==> src/rtl/vanilla_remote_load_wb.sv <==
// rtl/vanilla_remote_load_wb.sv - in-order writeback buffer for remote load responses
//
// Purpose:
//    Buffers up to els_p remote load responses in arrival order and presents
//    the head entry as a writeback request to either the integer regfile port
//    (with byte/half-word extraction and sign/zero extension) or the FP
//    regfile port (raw word).
//
// Ports:
//    clk_i, reset_n_i         clock, synchronous active-low reset
//    v_i, resp_i, ready_o     response input; transfer when v_i & ready_o
//                             resp_i = {float_wb, reg_id, is_unsigned_op,
//                                       is_byte_op, is_hex_op, part_sel[1:0], data}
//    int_wb_v_o/rd_o/data_o   integer writeback request, int_wb_yumi_i consumes it
//    float_wb_v_o/rd_o/data_o FP writeback request, float_wb_yumi_i consumes it
//    empty_o                  no entries held

module vanilla_remote_load_wb #(
   parameter int els_p          = 2,
   parameter int data_width_p   = 32,
   parameter int reg_id_width_p = 5
) (
   input  logic                                   clk_i,
   input  logic                                   reset_n_i,
   input  logic                                   v_i,
   input  logic [reg_id_width_p+data_width_p+5:0] resp_i,
   output logic                                   ready_o,
   output logic                                   int_wb_v_o,
   output logic [reg_id_width_p-1:0]              int_wb_rd_o,
   output logic [data_width_p-1:0]                int_wb_data_o,
   input  logic                                   int_wb_yumi_i,
   output logic                                   float_wb_v_o,
   output logic [reg_id_width_p-1:0]              float_wb_rd_o,
   output logic [data_width_p-1:0]                float_wb_data_o,
   input  logic                                   float_wb_yumi_i,
   output logic                                   empty_o
);

   localparam int RW    = reg_id_width_p + data_width_p + 6;
   localparam int CW    = $clog2(els_p + 1);
   // Storage is sized to the full pointer range so indexing needs no width fixups;
   // only the first els_p slots are ever used.
   localparam int DEPTH = 1 << CW;

   localparam logic [CW-1:0] LP_ELS  = CW'(els_p);
   localparam logic [CW-1:0] LP_LAST = CW'(els_p - 1);
   localparam logic [CW-1:0] LP_ONE  = CW'(1);

   // Field positions inside a packed response
   localparam int F_FLOAT = RW - 1;
   localparam int F_RD    = RW - 2;
   localparam int F_UNS   = data_width_p + 4;
   localparam int F_BYTE  = data_width_p + 3;
   localparam int F_HEX   = data_width_p + 2;
   localparam int F_PS    = data_width_p;

   logic [RW-1:0]           r_mem [DEPTH];
   logic [CW-1:0]           r_rptr;
   logic [CW-1:0]           r_wptr;
   logic [CW-1:0]           r_cnt;
   logic                    r_in_reset;

   logic                    w_enq;
   logic                    w_deq;
   logic                    w_nonempty;
   logic [RW-1:0]           w_head;
   logic                    w_head_float;
   logic [reg_id_width_p-1:0] w_head_rd;
   logic [data_width_p-1:0] w_head_data;
   logic [1:0]              w_head_ps;
   logic [7:0]              w_byte;
   logic [15:0]             w_hex;
   logic [data_width_p-1:0] w_int_data;

   // ready_o comes only from registered state: held low for the cycle after a
   // reset edge, and low whenever the buffer is full (even if a yumi arrives).
   assign ready_o    = !r_in_reset && (r_cnt < LP_ELS);
   assign w_nonempty = (r_cnt != '0);
   assign empty_o    = !w_nonempty;
   assign w_enq      = v_i && ready_o;

   assign w_head       = r_mem[r_rptr];
   assign w_head_float = w_head[F_FLOAT];
   assign w_head_rd    = w_head[F_RD -: reg_id_width_p];
   assign w_head_data  = w_head[data_width_p-1:0];
   assign w_head_ps    = w_head[F_PS +: 2];

   assign int_wb_v_o   = w_nonempty && !w_head_float;
   assign float_wb_v_o = w_nonempty &&  w_head_float;

   // A yumi without its matching valid is ignored rather than popping the head.
   assign w_deq = (int_wb_yumi_i && int_wb_v_o) || (float_wb_yumi_i && float_wb_v_o);

   always_comb begin
      w_byte = w_head_data[7:0];
      case (w_head_ps)
         2'd0:    w_byte = w_head_data[7:0];
         2'd1:    w_byte = w_head_data[15:8];
         2'd2:    w_byte = w_head_data[23:16];
         default: w_byte = w_head_data[31:24];
      endcase
   end

   assign w_hex = w_head_ps[1] ? w_head_data[31:16] : w_head_data[15:0];

   // Byte takes precedence over half-word when both flags are set.
   always_comb begin
      w_int_data = w_head_data;
      if (w_head[F_BYTE]) begin
         w_int_data = {{(data_width_p-8){w_byte[7] && !w_head[F_UNS]}}, w_byte};
      end else if (w_head[F_HEX]) begin
         w_int_data = {{(data_width_p-16){w_hex[15] && !w_head[F_UNS]}}, w_hex};
      end
   end

   assign int_wb_rd_o     = int_wb_v_o   ? w_head_rd   : '0;
   assign int_wb_data_o   = int_wb_v_o   ? w_int_data  : '0;
   assign float_wb_rd_o   = float_wb_v_o ? w_head_rd   : '0;
   assign float_wb_data_o = float_wb_v_o ? w_head_data : '0;

   // Payload storage is intentionally not reset; occupancy alone marks validity.
   always_ff @(posedge clk_i) begin
      if (w_enq) begin
         r_mem[r_wptr] <= resp_i;
      end
   end

   always_ff @(posedge clk_i) begin
      if (!reset_n_i) begin
         r_rptr     <= '0;
         r_wptr     <= '0;
         r_cnt      <= '0;
         r_in_reset <= 1'b1;
      end else begin
         r_in_reset <= 1'b0;
         if (w_enq) begin
            r_wptr <= (r_wptr == LP_LAST) ? '0 : r_wptr + LP_ONE;
         end
         if (w_deq) begin
            r_rptr <= (r_rptr == LP_LAST) ? '0 : r_rptr + LP_ONE;
         end
         case ({w_enq, w_deq})
            2'b10:   r_cnt <= r_cnt + LP_ONE;
            2'b01:   r_cnt <= r_cnt - LP_ONE;
            default: r_cnt <= r_cnt;
         endcase
      end
   end

   a_int_yumi_legal: assert property (@(posedge clk_i) disable iff (!reset_n_i)
      int_wb_yumi_i |-> int_wb_v_o);
   a_float_yumi_legal: assert property (@(posedge clk_i) disable iff (!reset_n_i)
      float_wb_yumi_i |-> float_wb_v_o);

endmodule

==> config.mk <==
export PLATFORM = sky130hd
export DESIGN_NAME = vanilla_remote_load_wb
export DESIGN_NICKNAME = d
export VERILOG_FILES = /design/src/rtl/vanilla_remote_load_wb.sv
export SDC_FILE = /design/constraint.sdc
export NUM_CORES = 1
export LEC_CHECK = 0
export BUFFER_PORTS_ARGS = -buffer_cell sky130_fd_sc_hd__buf_2
export CORE_MARGIN = 4
export CORE_UTILIZATION = 32
export CTS_BUF_LIST = sky130_fd_sc_hd__clkbuf_4 sky130_fd_sc_hd__clkbuf_8 sky130_fd_sc_hd__clkbuf_16
export CTS_CLUSTER_SIZE = 40
export DETAILED_ROUTE_END_ITERATION = 10
export PLACE_DENSITY = 0.55
export SLEW_MARGIN = 20
export SYNTH_ARGS = -nofsm -noshare
export SYNTH_HDL_FRONTEND = slang
export SYNTH_SLANG_ARGS = --single-unit
==> constraint.sdc <==
create_clock -name clk_i -period 4.85 [get_ports clk_i]
set_clock_uncertainty 0.15 [all_clocks]
set_input_delay 0.2425 -clock clk_i [delete_from_list [all_inputs] [get_ports clk_i]]
set_output_delay 0.2425 -clock clk_i [all_outputs]
set_load 0.02 [all_outputs]
==> reports/qor.csv <==
metric;value;unit
dp_hpwl;13300;um
core_area;0.0242;mm2
syn_avg_cell_area;17.8;um2
yosys.area_share.adder;0.00159;
synth_top_family_by_area;multiplexers;
finalCritPeriodShare;0.813;
postLayoutCellArea;0.00981;mm2
hold_violations;0;
async_flop_share;0;
synth-compound-area-share;0.0492;
rows;57;
synthToLayoutAreaGrowth;24.8;%
post_cts_buffers;0;
root_buffer;clkbuf_16;
vdd_ir_drop_max;235;uV
grt_overflow;0;
power_leakage;3.50;nW
synthFlopType;edfxtp_1;
portBuffers;125;
setup_violations;0;
max_slew.worst_pin.slew;947;ps
clockBufferDepth;2;
path_class;reg -> out;
synth.mux.area_fraction;0.158;
met1_length;8460;um
synth_simple_gate_area_share;0.0788;
viasPerCell;4.86;
ys_seq_elements;181;
drt-total-wl;19500;um
drive_gt1_frac;0.389;
cp.arrival;3550;ps
critPathCaptureType;primary output;
p_total;0.00440;W
synth_edf_count;172;
wl_met2;9890;um
top_layer;met4;
hold_class;in -> reg;
power_density;448;mW/mm2
grt_pass1_wl;29200;um
syn_nets;492;
path_clk_slew;70;ps
ioPinCount;126;
slew_headroom;0.369;
grt_use_total;0.146;
start_kind;flop;
layout.cells.non_filler;948;
drtPass1Iterations;4;
rsz0062_at_grt;no;
cts_hold_buf;44;
worstPathRequired;4460;ps
syn_area;0.00786;mm2
cts_resized;0;
clkLatencyLatePin;420;ps
fin_tns_setup;0;ps
num_vias;4607;
max_freq;254;MHz
syn_inst;443;
htreeDepth;4;
nets;658;
fp.dieH;165;um
status;complete, no violations;
die_w;165;um
seq_area_frac_synth;0.680;
clock_sinks;181;
wl_met3;1000;um
remaining_drc_errors;0;
grt_pass1_vias;4833;
grt_max_degree;44;
cts_inserted_buffers;17;
placedCellCount;870;
wl_per_cell;20.6;um
antenna_found_initial;2;
detail-route-antenna-nets;0;
synth_warnings;0;
synth_xor_area_frac;0.00334;
place_area;0.00880;mm2
drv_slew;0;
drtIter0Drc;359;
start_util;0.324;
cp_max_fo;32;
dieArea;0.0271;mm2
cts_tree;yes;
min_period;3940;ps
yosysUniqueCellTypes;38;
max-cap-violations;0;
finalWeightedCongestion;0.868;
[layout make-up]
cell class,instances,area [um2]
multi-input combinational,225,2320
clock inverter,13,124
antenna,2,5.00
sequential,181,5350
clock buffer,19,440
timing repair buffer,178,1130
tap,324,405
fill,2272,14400
inverter,6,35.0
[cell families (layout without fill, tap and decap cells)]
logic type,count (synthesis),in the layout
simple gates,104,104
fa+ha+maj,1,1
compound gates,49,49
buf+inv,37,216
mux,68,68
flops,181,181
other cells,0,2
xor+xnor,3,3
[layout by cell type (no fill, tap or decap), types with 2 or more instances in the layout]
master / count
inv_6: 3
diode_2: 2
or3_1: 2
clkinv_4: 4
nor3_2: 10
xor2_1: 2
buf_2: 125
nor2_1: 5
mux4_2: 43
mux2i_1: 15
and2b_1: 4
dlygate4sd3_1: 44
and3_1: 17
a211oi_1: 37
clkbuf_16: 17
nand2_1: 18
o21ai_0: 3
edfxtp_1: 172
and2_1: 5
mux2_4: 2
mux2_2: 8
clkbuf_4: 2
nor2b_1: 35
inv_1: 4
clkinvlp_4: 3
a21oi_1: 3
buf_4: 9
a211oi_2: 2
nor2_4: 2
clkinv_2: 2
dfxtp_1: 7
[sequential cells by signal (all words and copies together) (netlist names), named ones only]
name	flops
r_cnt	2
r_mem	172
r_wptr	2
r_rptr	2
r_in_reset	1
[per-stage QoR]
step	hold slack, ps	utilization	setup WS (ps)
global route	210	0.405	703
global placement	265	0.363	1420
finish	166	0.405	906
floorplan	191	-	373
detailed placement	287	0.363	1310
CTS	137	0.404	851
[synth_stat cells, drive strengths merged (2+ instances only)]
master | n | area [um2]
nor2 | 8 | 32.5
nand2 | 19 | 73.8
a21oi | 4 | 31.3
a211oi | 39 | 303
edfxtp | 172 | 5160
inv | 4 | 15.0
or3 | 2 | 12.5
mux4 | 43 | 968
nor2b | 35 | 219
clkinv | 2 | 20.0
and2 | 6 | 37.5
and2b | 4 | 30.0
dfxtp | 9 | 180
nor3 | 10 | 90.1
mux2i | 15 | 150
clkbuf | 10 | 37.5
xor2 | 2 | 17.5
and3 | 17 | 106
mux2 | 10 | 120
o21ai | 4 | 20.0
buf | 21 | 163
[power breakdown]
part | total (W) | internal [W] | switching (W)
combinational | 0.00125 | 0.000485 | 0.000765
sequential | 0.00185 | 0.00178 | 0.0000724
clock | 0.00129 | 0.000724 | 0.000570
total | 0.00440 | 0.00299 | 0.00141
[worst paths after layout]
check / startpoint / endpoint / slack, ps / cells past startpoint
max: flop / int_wb_data_o[19] / 910 / 5
min: int_wb_yumi_i / flop / 170 / 4
max reg2reg: flop / r_cnt[1] / 1900 / 6
min reg2reg: r_rptr[1] / flop / 300 / 2
[critical path, cell delays in order (launching register included)]
cell and delay (ps):
dfxtp_4 780, mux4_2 860, mux2_4 400, o221ai_4 720, a211oi_1 120, buf_2 220
[layer usage]
metal,vias up,global-route usage
li1,2103,-
met1,2366,0.190
met2,123,0.247
met3,15,0.0362
met4,0,0.0329
met5,-,0
Note: power is estimated with default switching activity, not from simulation.
